===== src/rtl/dn_route_loader.sv =====
// dn_route_loader: loads route bits for a distribution network from a beat
// stream, pulses set_en once the configuration is complete, then streams data
// vectors into the network with a one-cycle registered latency.
module dn_route_loader #(
  parameter  int unsigned N         = 64,
  parameter  int unsigned DW_DATA   = 8,
  parameter  int unsigned CFG_W     = 32,
  localparam int unsigned N_LEVELS  = 2 * $clog2(N) - 1,
  localparam int unsigned RT_BITS   = (N_LEVELS - 1) * N,
  localparam int unsigned NUM_BEATS = (RT_BITS + CFG_W - 1) / CFG_W
) (
  input  logic                   clk,
  input  logic                   reset,
  input  logic                   cfg_valid,
  output logic                   cfg_ready,
  input  logic [CFG_W-1:0]       cfg_data,
  input  logic                   cfg_last,
  input  logic                   din_valid,
  output logic                   din_ready,
  input  logic [N*DW_DATA-1:0]   din,
  input  logic                   din_last,
  output logic [RT_BITS-1:0]     route_signals,
  output logic                   set_en,
  output logic                   route_en,
  output logic [N*DW_DATA-1:0]   dn_in,
  output logic                   busy,
  output logic                   cfg_err
);

  localparam int unsigned K_W    = (NUM_BEATS > 1) ? $clog2(NUM_BEATS) : 1;
  localparam logic [K_W-1:0] K_LAST = K_W'(NUM_BEATS - 1);

  localparam logic [1:0] IDLE  = 2'd0;
  localparam logic [1:0] LOAD  = 2'd1;
  localparam logic [1:0] SET   = 2'd2;
  localparam logic [1:0] ROUTE = 2'd3;

  logic [1:0]     state;
  logic [1:0]     state_nxt;
  logic [K_W-1:0] k;
  logic [K_W-1:0] k_nxt;
  logic           err_nxt;
  logic           cfg_acc;
  logic           din_acc;
  logic [31:0]    beat_sel;

  assign cfg_acc  = cfg_valid && ((state == IDLE) || (state == LOAD));
  assign din_acc  = din_valid && (state == ROUTE);
  assign beat_sel = 32'(k);

  // Next-state, beat counter and framing-error decode
  always_comb begin
    state_nxt = state;
    k_nxt     = k;
    err_nxt   = cfg_err;
    case (state)
      IDLE, LOAD: begin
        if (cfg_acc) begin
          if (k == K_LAST) begin
            state_nxt = SET;
            k_nxt     = '0;
            if (!cfg_last) err_nxt = 1'b1;
          end else if (cfg_last) begin
            state_nxt = IDLE;
            k_nxt     = '0;
            err_nxt   = 1'b1;
          end else begin
            state_nxt = LOAD;
            k_nxt     = k + K_W'(1);
          end
        end
      end
      SET: state_nxt = ROUTE;
      ROUTE: begin
        if (din_acc && din_last) state_nxt = IDLE;
      end
      default: state_nxt = IDLE;
    endcase
  end

  // State, beat counter and sticky error registers
  always_ff @(posedge clk or negedge reset) begin
    if (!reset) begin
      state   <= IDLE;
      k       <= '0;
      cfg_err <= 1'b0;
    end else begin
      state   <= state_nxt;
      k       <= k_nxt;
      cfg_err <= err_nxt;
    end
  end

  // Handshake/status outputs registered from the next state
  always_ff @(posedge clk or negedge reset) begin
    if (!reset) begin
      cfg_ready <= 1'b1;
      din_ready <= 1'b0;
      busy      <= 1'b0;
      set_en    <= 1'b0;
    end else begin
      cfg_ready <= (state_nxt == IDLE) || (state_nxt == LOAD);
      din_ready <= (state_nxt == ROUTE);
      busy      <= (state_nxt != IDLE);
      set_en    <= (state_nxt == SET);
    end
  end

  // Route-bit store; bits of the last beat beyond RT_BITS are dropped
  always_ff @(posedge clk or negedge reset) begin
    if (!reset) begin
      route_signals <= '0;
    end else if (cfg_acc) begin
      for (int unsigned i = 0; i < RT_BITS; i++) begin
        if (32'(i / CFG_W) == beat_sel) route_signals[i] <= cfg_data[i % CFG_W];
      end
    end
  end

  // Data path: register accepted vector and pulse route_en the next cycle
  always_ff @(posedge clk or negedge reset) begin
    if (!reset) begin
      dn_in    <= '0;
      route_en <= 1'b0;
    end else begin
      route_en <= din_acc;
      if (din_acc) dn_in <= din;
    end
  end

endmodule


===== config.mk =====
export PLATFORM = sky130hd
export DESIGN_NAME = dn_route_loader
export DESIGN_NICKNAME = d
export VERILOG_FILES = /design/src/rtl/dn_route_loader.sv
export SDC_FILE = /design/constraint.sdc
export NUM_CORES = 2
export LEC_CHECK = 0
export BUFFER_PORTS_ARGS = -buffer_cell sky130_fd_sc_hd__buf_4
export CORE_AREA = 2 2 657 659
export CTS_BUF_LIST = sky130_fd_sc_hd__clkbuf_8
export CTS_CLUSTER_DIAMETER = 30
export DETAILED_ROUTE_END_ITERATION = 10
export DIE_AREA = 0 0 659 661
export HOLD_SLACK_MARGIN = 0.15
export PLACE_DENSITY = 0.3
export RECOVER_POWER = 25
export SLEW_MARGIN = 20
export SYNTH_ARGS = -nofsm -noshare
export SYNTH_HDL_FRONTEND = slang
export SYNTH_SLANG_ARGS = --single-unit

===== constraint.sdc =====
create_clock -name clk -period 2.3 [get_ports clk]
set_clock_uncertainty 0.1 [all_clocks]
set_input_delay 0.46 -clock clk [delete_from_list [all_inputs] [get_ports clk]]
set_output_delay 0.46 -clock clk [all_outputs]
set_load 0.05 [all_outputs]

== Word-level counts from Yosys, hierarchy flattened ==
Index checks and enable logic that the tools add are counted.

* Add/sub/neg operators: 1
* Mux-type cells: 10
* Equal/unequal tests: 27
* Reduce and logical (&&, ||, !) cells: 33

{| class="wikitable"
|+ Operators by type and width
! kind !! number
|-
| 2-bit AND reduction || 21
|-
| 4-bit by 5-bit == test with 1-bit output, first input constant || 8
|-
| 32-bit logical NOT || 1
|-
| 3-bit by 5-bit == test with 1-bit output, first input constant || 4
|-
| 5-bit == test, first input constant || 4
|-
| 2-bit by 5-bit == test with 1-bit output, first input constant || 2
|-
| 5-bit two-way mux || 2
|-
| 2-bit == test, second input constant || 4
|-
| 2-bit two-way mux || 3
|-
| 2-bit one-hot mux with 3 select lines || 1
|-
| 5-bit by 1-bit adder with 5-bit output, second input constant || 1
|-
| 1-bit by 5-bit == test with 1-bit output, first input constant || 1
|-
| 5-bit == test, second input constant || 1
|-
| 2-bit by 1-bit == test with 1-bit output, second input constant || 2
|-
| 2-bit logical NOT || 2
|-
| 1-bit two-way mux || 4
|-
| 4-bit AND reduction || 1
|-
| 2-bit nonzero test || 2
|-
| 1-bit logical AND || 3
|-
| 1-bit logical OR || 2
|-
| 2-bit inequality test, second input constant || 1
|-
| 2-bit OR reduction || 1
|}

* Logic and storage cells: 100
* Bits in registers: 1165
* Output and inout bits: 1158

== Depth between registers and ports, before layout ==
* Depth after elaboration: 7
* Gate-level depth with buffers: 8
* Gate-level depth less buffers: 7

== Least setup slack after synthesis ==
OpenSTA, ideal clock, no wires.

* Path kind: flip-flop to flip-flop
* Start point: reg k[0]
* End point: reg route_signals[481]
* Library setup time: 0.125 ns
* Data arrival time: 1.788 ns
* Cell stages (with the launch flop): 8
* Path slack: 0.287 ns
* Path buffers: 2
* Clock period less this slack: 2.013 ns
* Cell sequence: dfrtp_1 > ha_1 > clkbuf_1 > and3_1 > ha_1 > nand2_1 > buf_2 > mux2_2

* Cells in the longest elaborated chain, start to end: 2

{| class="wikitable"
|+ RTL lines
! what !! line !! RTL
|-
| from (decl) || 40 || <nowiki>logic [K_W-1:0] k;</nowiki>
|-
| from (signal assigned) || 89 || <nowiki>k <= k_nxt;</nowiki>
|-
| 4-bit by 5-bit == test with 1-bit output || 115 || <nowiki>if (32'(i / CFG_W) == beat_sel) route_signals[i] <= cfg_data[i % CFG_W];</nowiki>
|-
| 2-bit AND reduction (no source line) || -- ||
|-
| to (signal, indexed assignment) || 115 ||
|-
| to (decl) || 22 || <nowiki>output logic [RT_BITS-1:0] route_signals,</nowiki>
|}

Every way passes these cells.
A chain may end at the register's enable or synchronous reset.

==> results.rst <==
.. list-table::
   :header-rows: 1

   * - Metric
     - Value
   * - GRT Util Overall
     - 0.1384
   * - Wl on met1
     - 117,500 um
   * - Layout cell share with drive strength beyond 1
     - 0.4814
   * - Initial core utilization
     - 0.1029
   * - First-pass GRT wire length
     - 411,700 um
   * - Critical Path Fanout Max
     - 35
   * - Cell Area, Synth
     - 44,150 um2
   * - Least-Margin Pin Slew
     - 914.1 ps
   * - Sequential-to-total area share from yosys stat
     - 0.6604
   * - Number of buffers added by the clock tree synthesis step
     - 395
   * - Leakage power total
     - 45.32 nW
   * - Die area
     - 435,600 um2
   * - Cell at the slowest stage of the critical path
     - sky130_fd_sc_hd__clkbuf_4
   * - # clock sinks
     - 1,165
   * - Detail Route met2 WL
     - 162,000 um
   * - Failing checks
     - negative setup slack
   * - Count of pins over their slew limit
     - 0
   * - Final min period
     - 2380 ps
   * - Source of the worst register-to-register timing path
     - state[1]
   * - Final Routed Wirelength
     - 313,200 um
   * - Library cell with the largest summed area after synthesis
     - sky130_fd_sc_hd__dfrtp_1
   * - HP Start
     - din[424]
   * - Synthesized netlist net count
     - 4,219
   * - Endpoint type of the worst setup path
     - async pin
   * - Number of global-route vias before repair
     - 44,880
   * - Weighted congestion at the end of routability-driven global placement
     - 0.8588
   * - Pin count of the biggest net entering global routing
     - 94
   * - Placement row count
     - 241
   * - Clock tree from TritonCTS
     - done
   * - Highest metal layer used by the detailed router
     - met5
   * - Cell Area, Placed
     - 65,170 um2
   * - Largest incremental delay on the critical path
     - 710 ps
   * - Top delay family on crit path
     - buffers and inverters
   * - WL per Instance
     - 23.96 um
   * - Total power divided by cell area
     - 1141 nW/um2
   * - Clock tree buffer depth
     - 4
   * - CP Cell Sequence
     - dlygate4sd3_1 > dlygate4sd3_1 > clkbuf_4 > buf_16 > buf_4 > buf_12 > buf_12
   * - Final hold violation count
     - 0
   * - Share of the clock period used by the worst path after layout
     - 1.035
   * - Antenna-violating nets left
     - 0
   * - Sort of element at the start of the critical path
     - input pin
   * - Worst voltage drop across the vdd grid
     - 0.0005706 V
   * - Worst EP arrival
     - 3440 ps
   * - CTS root buf
     - sky130_fd_sc_hd__clkbuf_8
   * - Filler cell count
     - 47,030
   * - Class of the worst hold path
     - input pin to flop
   * - Internal reg-to-reg setup slack
     - 90 ps
   * - Category of the critical setup timing path
     - input pin to async pin
   * - Met3 wire length
     - 22,680 um
   * - Worst-path clk slew
     - 40 ps
   * - Total Neg Setup Slack
     - -1998 ps
   * - Number of warning messages in the yosys log
     - 0
   * - Floorplan Core Area
     - 429,100 um2
   * - Total number of vias
     - 41,940
   * - WHS Endpoint
     - dn_in[424]
   * - CP required
     - 3360 ps
   * - Number of search-and-repair iterations in the first detailed-routing pass
     - 5
   * - Avg Inst Size Synth
     - 12.05 um2
   * - Number of buffer cells added on primary ports
     - 1,707
   * - Reg2Reg Depth
     - 5
   * - 1st-iter DRT viols
     - 1,694
   * - Horiz. Die Dim
     - 659 um
   * - Capture instance of the worst register-to-register path
     - route_signals[192]
   * - Timing-limited maximum frequency
     - 420.2 MHz
   * - Total number of nets in the final design
     - 7,559
   * - Seq cells post-synth
     - 1,165
   * - Area fraction of the dominant cell type after synthesis
     - 0.6598
   * - Area added between synthesis and finish
     - 108.2%
   * - Placed wire-length estimate
     - 247,500 um
   * - Remaining global-route overflow
     - 0
   * - Post-layout worst setup margin
     - -79.95 ps
   * - Clk Latency, worst-skew pair
     - 1070 ps
   * - Antenna violations before repair
     - 82
   * - Die Span Y
     - 661 um
   * - Max Cap Violations
     - 0
   * - Number of primary I/O pins
     - 1,708
   * - Top area cells in the synthesized netlist
     - sky130_fd_sc_hd__dfrtp_1 66%, sky130_fd_sc_hd__mux2_2 14%, sky130_fd_sc_hd__nand2_1 13%
   * - Worst path buffer plus inverter count
     - 7
   * - H-tree level count
     - 5
   * - Worst slew margin
     - 0.3906
   * - DRC Markers
     - 0
   * - Post-Layout Inst Area
     - 91,900 um2
   * - Final setup violating endpoints
     - 45
   * - RSZ-0062 raised after global routing
     - true
   * - Per-cell via count in the routed design
     - 3.208
   * - Minimum hold slack
     - 306.2 ps
   * - Instance count along the most critical hold path
     - 4
   * - Status
     - finished, violations left
   * - Number of distinct library cells after synthesis
     - 33
   * - Post-Syn Instances
     - 3,663
==> Yosys cell counts <==
cell / instances
sky130_fd_sc_hd__ha_1: 6
sky130_fd_sc_hd__nand3_2: 1
sky130_fd_sc_hd__nor2b_1: 5
sky130_fd_sc_hd__nor4b_4: 1
sky130_fd_sc_hd__nor3b_4: 1
sky130_fd_sc_hd__a21o_1: 2
sky130_fd_sc_hd__nand2b_1: 1
sky130_fd_sc_hd__mux2_2: 531
sky130_fd_sc_hd__inv_2: 1
sky130_fd_sc_hd__clkbuf_1: 119
sky130_fd_sc_hd__o21ai_0: 4
sky130_fd_sc_hd__and3_1: 7
sky130_fd_sc_hd__mux2_4: 90
sky130_fd_sc_hd__nor2_1: 4
sky130_fd_sc_hd__and4bb_2: 1
sky130_fd_sc_hd__buf_6: 15
sky130_fd_sc_hd__dfstp_2: 1
sky130_fd_sc_hd__buf_2: 98
sky130_fd_sc_hd__mux2i_1: 1
sky130_fd_sc_hd__mux2_1: 20
sky130_fd_sc_hd__buf_1: 7
sky130_fd_sc_hd__dfrtp_1: 1164
sky130_fd_sc_hd__o31ai_1: 2
sky130_fd_sc_hd__buf_4: 7
sky130_fd_sc_hd__nand2_1: 1555
sky130_fd_sc_hd__and4bb_1: 2
sky130_fd_sc_hd__inv_1: 6
sky130_fd_sc_hd__clkbuf_2: 3
sky130_fd_sc_hd__nand4_1: 1
sky130_fd_sc_hd__o22ai_1: 1
sky130_fd_sc_hd__nand3_1: 4
sky130_fd_sc_hd__a32oi_1: 1
sky130_fd_sc_hd__nor3b_2: 1
==> placed cells by master, fill, tap and decap left out, drive strengths merged, types with 3 or more instances in the layout <==
cell type,netlist,routed
buf,127,2136
nand2,1555,1555
inv,7,97
clkinv,0,87
nand3,5,5
dlygate4sd3,0,1031
mux2,641,641
and3,7,7
ha,6,6
clkbuf,122,519
bufinv,0,41
dfrtp,1164,1164
clkinvlp,0,11
and4bb,3,3
diode,0,34
nor2b,5,5
o21ai,4,4
nor2,4,4
==> sequential cells by signal, summed over array words and instances (netlist names) <==
signal and flops:
route_signals 640, dn_in 512, k 5, state 2
busy 1, cfg_err 1, cfg_ready 1, din_ready 1
route_en 1, set_en 1
==> area by class of cell <==
type                    count  area (um2)  share of cell area
flip-flops and latches   1165       29260              0.3184
multi-input cells        2242       13850              0.1507
inverters                   7       38.79           0.0004221
well taps                5710        7144             0.07774
clock buffers             495        6813             0.07414
clock inverters           229        2349             0.02556
repair buffers           3192       32360              0.3521
diodes                     34       85.08           0.0009259
==> stage by stage <==
stage,util,power (W),cells,setup slack (ps)
finish,0.2142,0.1048,13070,-79.95
global route,0.2141,0.1092,13070,-269.1
CTS,0.2123,0.1063,12940,-341.0
detailed placement,0.1519,0.06149,11020,78.12
global placement,0.1519,0.06133,11020,103.3
floorplan,-,0.04695,3663,287.4
==> logic make-up (layout without fill, tap and decap cells) <==
group,after synthesis,count (layout),share of synthesized area
muxes,642,642,0.1714
buffers and inverters,256,3923,0.02777
DFF,1165,1165,0.6604
AOI/OAI and AO/OA,10,10,0.001474
other,0,34,0
adders and majority gates,6,6,0.001700
and+or+nand+nor,1584,1584,0.1373
==> tightest hold or removal path, cell delays in order <==
cell                            delay, ps
sky130_fd_sc_hd__dlygate4sd3_1        600
sky130_fd_sc_hd__buf_4                150
sky130_fd_sc_hd__nand2_1               60
sky130_fd_sc_hd__nand2_1               50
==> report_power, final <==
group	internal, W	switching [W]	leakage (nW)
registers	0.0250	0.00395	15.5
clock network	0.0240	0.0133	5.01
logic	0.0144	0.0241	24.8
==> worst max-delay path by stage <==
stage / start / to / depth (start not counted)
final: reset / route_signals[275] / 7
after global routing: cfg_ready / cfg_ready / 1
after CTS: cfg_ready / cfg_ready / 1
after detailed placement: k[0] / route_signals[582] / 6
after global placement: k[3] / route_signals[448] / 4
after floorplan: k[0] / route_signals[481] / 7
==> repair_timing <==
action	in CTS	in global routing
hold endpoints to repair	2329	0
gates cloned	1	0
endpoints found under the setup margin	1129	831
buffers inserted	166	99
hold buffers	1032	0
resized for setup	1406	36
pin swaps	0	1
==> per-layer routing <==
layer | vias to the layer above | global-route usage
met3 | 468 | 0.04295
met2 | 1614 | 0.2518
met5 | - | 0
li1 | 18660 | -
met4 | 26 | 0.04393
met1 | 21170 | 0.1522
(Power assumes the default switching activity.)
